$ cat src/rtl/load_sequencer.sv
// load_sequencer
// Turns one push-button into the sel/en load sequence for the LAB1
// register-load decoder: operand A, operand B, function, then a parked
// DONE state.
// The next qualified press from DONE wraps back to operand A.
//
// Optional feature macro: LOAD_SEQ_DEBOUNCE_EN
//   defined   -> a debounce filter of DEBOUNCE_CYCLES sits after the synchronizer
//   undefined -> the synchronized level feeds the edge detector directly
//
// All outputs come straight from flops. Reset is synchronous and active-low.
// i_clear is a synchronous abort back to operand A.

module load_sequencer #(
    parameter int DEBOUNCE_CYCLES = 16
) (
    input  logic       i_clk,
    input  logic       i_rstn,
    input  logic       i_step,
    input  logic       i_clear,
    output logic [1:0] o_sel,
    output logic       o_en,
    output logic       o_done
);

    // The state encoding doubles as the decoder select code.
    typedef enum logic [1:0] {
        LOAD_A = 2'b00,
        LOAD_B = 2'b01,
        LOAD_F = 2'b10,
        DONE   = 2'b11
    } state_t;

    // Successor of a load state once its strobe has been issued.
    function automatic state_t f_advance(input state_t cur);
        state_t nxt;
        case (cur)
            LOAD_A:  nxt = LOAD_B;
            LOAD_B:  nxt = LOAD_F;
            LOAD_F:  nxt = DONE;
            DONE:    nxt = DONE;
            default: nxt = LOAD_A;
        endcase
        return nxt;
    endfunction

    // Input path: the synchronizer, the filtered level and the edge history.
    logic   r_s1;
    logic   r_s2;
    logic   w_filt;
    logic   r_filt_d;
    logic   w_rise;

    // State machine and the registered outputs.
    state_t r_state;
    state_t w_state_nxt;
    logic   r_en;
    logic   w_en_nxt;
    logic   r_done;
    logic   w_done_nxt;

    // Two-flop synchronizer for the asynchronous button level.
    // i_clear leaves it alone, so a button that is still held does not
    // retrigger after a clear.
    always_ff @(posedge i_clk) begin
        if (!i_rstn) begin
            r_s1 <= 1'b0;
            r_s2 <= 1'b0;
        end else begin
            r_s1 <= i_step;
            r_s2 <= r_s1;
        end
    end

`ifdef LOAD_SEQ_DEBOUNCE_EN
    localparam int CNT_W = $clog2(DEBOUNCE_CYCLES + 1);
    localparam logic [CNT_W-1:0] CNT_LAST = CNT_W'(DEBOUNCE_CYCLES - 1);

    logic [CNT_W-1:0] r_db_cnt;
    logic             r_filt;

    // Debounce filter.
    // The filtered level takes the s2 value once s2 has disagreed with it
    // for DEBOUNCE_CYCLES consecutive samples.
    // Any agreeing sample restarts the count.
    // The count stops at CNT_LAST and never wraps.
    always_ff @(posedge i_clk) begin
        if (!i_rstn) begin
            r_db_cnt <= {CNT_W{1'b0}};
            r_filt   <= 1'b0;
        end else if (r_s2 == r_filt) begin
            r_db_cnt <= {CNT_W{1'b0}};
            r_filt   <= r_filt;
        end else if (r_db_cnt >= CNT_LAST) begin
            r_db_cnt <= {CNT_W{1'b0}};
            r_filt   <= r_s2;
        end else begin
            r_db_cnt <= r_db_cnt + {{(CNT_W-1){1'b0}}, 1'b1};
            r_filt   <= r_filt;
        end
    end

    assign w_filt = r_filt;
`else
    // Without the filter, the synchronized level is used as-is.
    assign w_filt = r_s2;
`endif

    // Edge-history register for the rising-edge detector.
    // It keeps tracking during i_clear, so a discarded edge is not seen again.
    always_ff @(posedge i_clk) begin
        if (!i_rstn) begin
            r_filt_d <= 1'b0;
        end else begin
            r_filt_d <= w_filt;
        end
    end

    assign w_rise = w_filt & ~r_filt_d;

    // Next-state and next-output logic.
    // An active strobe always retires (the state advances) before another
    // press can be acted on. A press in DONE only wraps back to operand A.
    always_comb begin
        w_state_nxt = r_state;
        w_en_nxt    = 1'b0;
        if (i_clear) begin
            w_state_nxt = LOAD_A;
            w_en_nxt    = 1'b0;
        end else if (r_en) begin
            w_state_nxt = f_advance(r_state);
            w_en_nxt    = 1'b0;
        end else if (w_rise) begin
            if (r_state == DONE) begin
                w_state_nxt = LOAD_A;
                w_en_nxt    = 1'b0;
            end else begin
                w_state_nxt = r_state;
                w_en_nxt    = 1'b1;
            end
        end else begin
            w_state_nxt = r_state;
            w_en_nxt    = 1'b0;
        end
        w_done_nxt = (w_state_nxt == DONE) ? 1'b1 : 1'b0;
    end

    // State register and the registered outputs.
    // A reset during an en pulse cuts the pulse short and counts no load.
    always_ff @(posedge i_clk) begin
        if (!i_rstn) begin
            r_state <= LOAD_A;
            r_en    <= 1'b0;
            r_done  <= 1'b0;
        end else begin
            r_state <= w_state_nxt;
            r_en    <= w_en_nxt;
            r_done  <= w_done_nxt;
        end
    end

    assign o_sel  = r_state;
    assign o_en   = r_en;
    assign o_done = r_done;

endmodule

$ cat config.mk
export PLATFORM = sky130hd
export DESIGN_NAME = load_sequencer
export DESIGN_NICKNAME = d
export VERILOG_FILES = /design/src/rtl/load_sequencer.sv
export SDC_FILE = /design/constraint.sdc
export NUM_CORES = 1
export LEC_CHECK = 0
export BUFFER_PORTS_ARGS = -buffer_cell sky130_fd_sc_hd__buf_4
export CORE_AREA = 2 2 39 41
export DETAILED_ROUTE_END_ITERATION = 10
export DIE_AREA = 0 0 41 43
export MAX_ROUTING_LAYER = met4
export PLACE_DENSITY = 0.37
export SLEW_MARGIN = 40
export SYNTH_ARGS = -nofsm -noshare
export SYNTH_HDL_FRONTEND = slang
export SYNTH_SLANG_ARGS = --single-unit
$ cat constraint.sdc
create_clock -name i_clk -period 0.8 [get_ports i_clk]
set_input_delay 0.12 -clock i_clk [delete_from_list [all_inputs] [get_ports i_clk]]
set_output_delay 0.12 -clock i_clk [all_outputs]
set_load 0.05 [all_outputs]
==> impl_metrics.env <==
export IMPL_hold_ws_ps=73.5
export IMPL_layout_drive_gt1_share_pct=62.2
export IMPL_violations="setup timing"
export IMPL_fin_area_um2=424
export IMPL_die_area_mm2=0.00176
export IMPL_hpwl_um=311
export IMPL_syn_inst=23
export IMPL_avgSynthCellArea_um2=10.9
export IMPL_place_congestion=0.643
export IMPL_worst_slew_pin_slew_ps=238
export IMPL_crit_fanout=5
export IMPL_ctsLongestPathBuffers=2
export IMPL_place_area_um2=334
export IMPL_antenna_found_initial=0
export IMPL_synth_nets=27
export IMPL_vias_per_cell=3.98
export IMPL_rrSetupSlack_ps=-70
export IMPL_ys_async_sr_fraction_pct=0
export IMPL_root_buffer="clkbuf_4"
export IMPL_seqPwrFrac_pct=49.5
export IMPL_wl_per_cell_um=8.06
export IMPL_finClkSkew_ps=3.27
export IMPL_critical_path_max_stage_delay_ps=380
export IMPL_core_area_mm2=0.00138
export IMPL_cts_tree="done"
export IMPL_yosysWarnings=0
export IMPL_crit_chain="buf_8"
export IMPL_status="finished, violations left"
export IMPL_grt_util_all_layers_pct=7.43
export IMPL_drc=0
export IMPL_n_antenna_cell=0
export IMPL_grt_pass1_wl_um=807
export IMPL_power_frac_clock_pct=44.8
export IMPL_grt_max_degree=7
export IMPL_ant_nets=0
export IMPL_num_rows=14
export IMPL_finalCriticalPeriod_ps=895
export IMPL_power_leakage_nw=0.162
export IMPL_dp_cells=46
export IMPL_yosys_top_cells_count="7 x dfxtp_1, 3 x a21oi_1, 3 x and2_1"
export IMPL_drt_first_pass_iters=2
export IMPL_fmax_ghz=1.12
export IMPL_cp_top_family="flip-flops"
export IMPL_totalPowerFinal_w=0.000711
export IMPL_hold_viol=0
export IMPL_path_class="reg2out"
export IMPL_min_period_over_period_pct=112
export IMPL_hp_class="in2reg"
export IMPL_internal_power_w=0.000554
export IMPL_nets=42
export IMPL_slowest_stage="dfxtp_4"
export IMPL_combPwrFrac_pct=5.7
export IMPL_dieWidth_um=41
export IMPL_synth_cell_types=13
export IMPL_cap_violations=0
export IMPL_power_density_mw_per_mm2=1680
export IMPL_ios=8
export IMPL_hold_buffers=0
export IMPL_clock_sinks=7
export IMPL_switching_share_pct=22.1
export IMPL_wl_um=427
export IMPL_final_cells=53
export IMPL_relSlewSlack_pct=84.1
export IMPL_synthFlopType="dfxtp_1"
export IMPL_insertion_delay_ps=250
export IMPL_htreeDepth=1
export IMPL_cp_start_kind="flop"
export IMPL_rsz0062_at_grt="true"
export IMPL_die_h_um=43
export IMPL_seq_area_frac_synth_pct=56.0
export IMPL_gr_total_overflow=0
export IMPL_synth_largest_area_cell="dfxtp_1"
export IMPL_synthToLayoutAreaGrowth_pct=69.5
export IMPL_yosys_top_cells_area="dfxtp_1 56%, and2_1 7.5%, a21oi_1 6.0%, a2111oi_2 6.0%, nand2b_4 5.5%"
export IMPL_syn_area_um2=250
export IMPL_cp_arrival_ps=770
export IMPL_critPathBufInv=1
export IMPL_n_fill_cell=156
export IMPL_initial_core_util_pct=18.1
export IMPL_cts_buffers=3
export IMPL_drtIter0Drc=5
export IMPL_worst_slack_ps=-94.6
export IMPL_slew_violations=0
export IMPL_path_clk_slew_ps=60
export IMPL_io_buffers=7
export IMPL_power_switching_w=0.000158
export IMPL_setup_viol=6
export IMPL_grt_pass1_vias=196
export IMPL_yosysMostFrequentCell="dfxtp_1"
export IMPL_vdd_ir_drop_worst_v=0.000872
export IMPL_synth_top_area_share_pct=56.0
export IMPL_ys_ff_latch=7
export IMPL_dr_total_vias=211
export IMPL_crit_path_end_kind="output pin"
export IMPL_worst_ep_required_time_ps=680
export IMPL_synth_edff_count=0
state kept, by name, indices dropped and copies added (netlist names):
name and flops:
o_done 1, o_en 1, r_s1 1, r_s2 1, o_sel 2, r_filt_d 1
cell usage in the layout, fill, tap and decap left out:
cell type	n
buf_4	5
buf_8	4
and2_1	3
clkbuf_4	3
dfxtp_4	3
a21oi_1	2
dfxtp_2	2
dfxtp_1	2
nand3b_1	1
nand2b_1	1
nand2_1	1
nor2_1	1
nor3_1	1
inv_1	1
nand2b_4	1
o21ai_1	1
a2111oi_2	1
a21oi_2	1
nor3b_2	1
clkinv_2	1
buf_6	1
worst paths after layout:
kind / from / end / cells past startpoint
worst max register to register: o_sel[0]$_SDFF_PN0_ / o_en$_SDFF_PP0_ / 2
worst min-delay path: i_step / r_s1$_SDFF_PN0_ / 2
worst max-delay path: o_sel[0]$_SDFF_PN0_ / o_sel[0] / 1
worst min register to register: r_s1$_SDFF_PN0_ / r_s2$_SDFF_PN0_ / 1
cell families after synthesis:
| family | after synthesis | synth area share (%) |
|---|---|---|
| AND/OR/NAND/NOR | 10 | 28.5 |
| flip-flops | 7 | 56.0 |
| AO/OA/AOI/OAI | 5 | 14.0 |
| buffers and inverters | 1 | 1.50 |
layer usage:
layer	track usage [%]	up-vias	routed length [µm]	part of all wire, %
met4	6.00	0	0	0
met3	4.71	0	30	7.0
met1	9.09	97	190	44
li1	-	108	-	-
met5	-	-	0	0
met2	8.13	6	206	48
repair_timing:
item | CTS | global route
gates cloned | 0 | 0
buffers inserted | 1 | 2
pin swaps | 0 | 2
setup endpoints to repair | 7 | 8
endpoints found under the hold margin | 0 | 0
gates resized for setup | 10 | 3
final cells by class:
| class | count | area (µm²) | share of cell area [%] |
|---|---|---|---|
| timing repair buffer | 10 | 109 | 25.7 |
| tap | 16 | 20.0 | 4.72 |
| sequential | 7 | 154 | 36.3 |
| multi-input combinational | 15 | 110 | 26.0 |
| clock inverter | 1 | 5.00 | 1.18 |
| clock buffer | 3 | 22.5 | 5.31 |
| inverter | 1 | 3.75 | 0.885 |
per-stage QoR:
stage | util (%) | worst slack, ps | setup TNS, ps
finish | 30.7 | -94.6 | -368
global route | 30.7 | -132 | -647
CTS | 28.8 | -119 | -419
detailed placement | 24.1 | -5.80 | -5.80
global placement | 24.1 | -11.4 | -21.2
floorplan | - | -35.3 | -84.7
power groups by stage:
stage / clock [W] / combinational (W) / sequential (W)
6_report: 0.000318 / 0.0000406 / 0.000352
5_1_grt: 0.000367 / 0.0000456 / 0.000353
4_1_cts: 0.000340 / 0.0000389 / 0.000352
3_5_place_dp: 0 / 0.0000353 / 0.000360
3_3_place_gp: 0 / 0.0000351 / 0.000360
2_1_floorplan: 0 / 0.0000149 / 0.000363
Note: power is estimated with default switching activity, not from simulation.
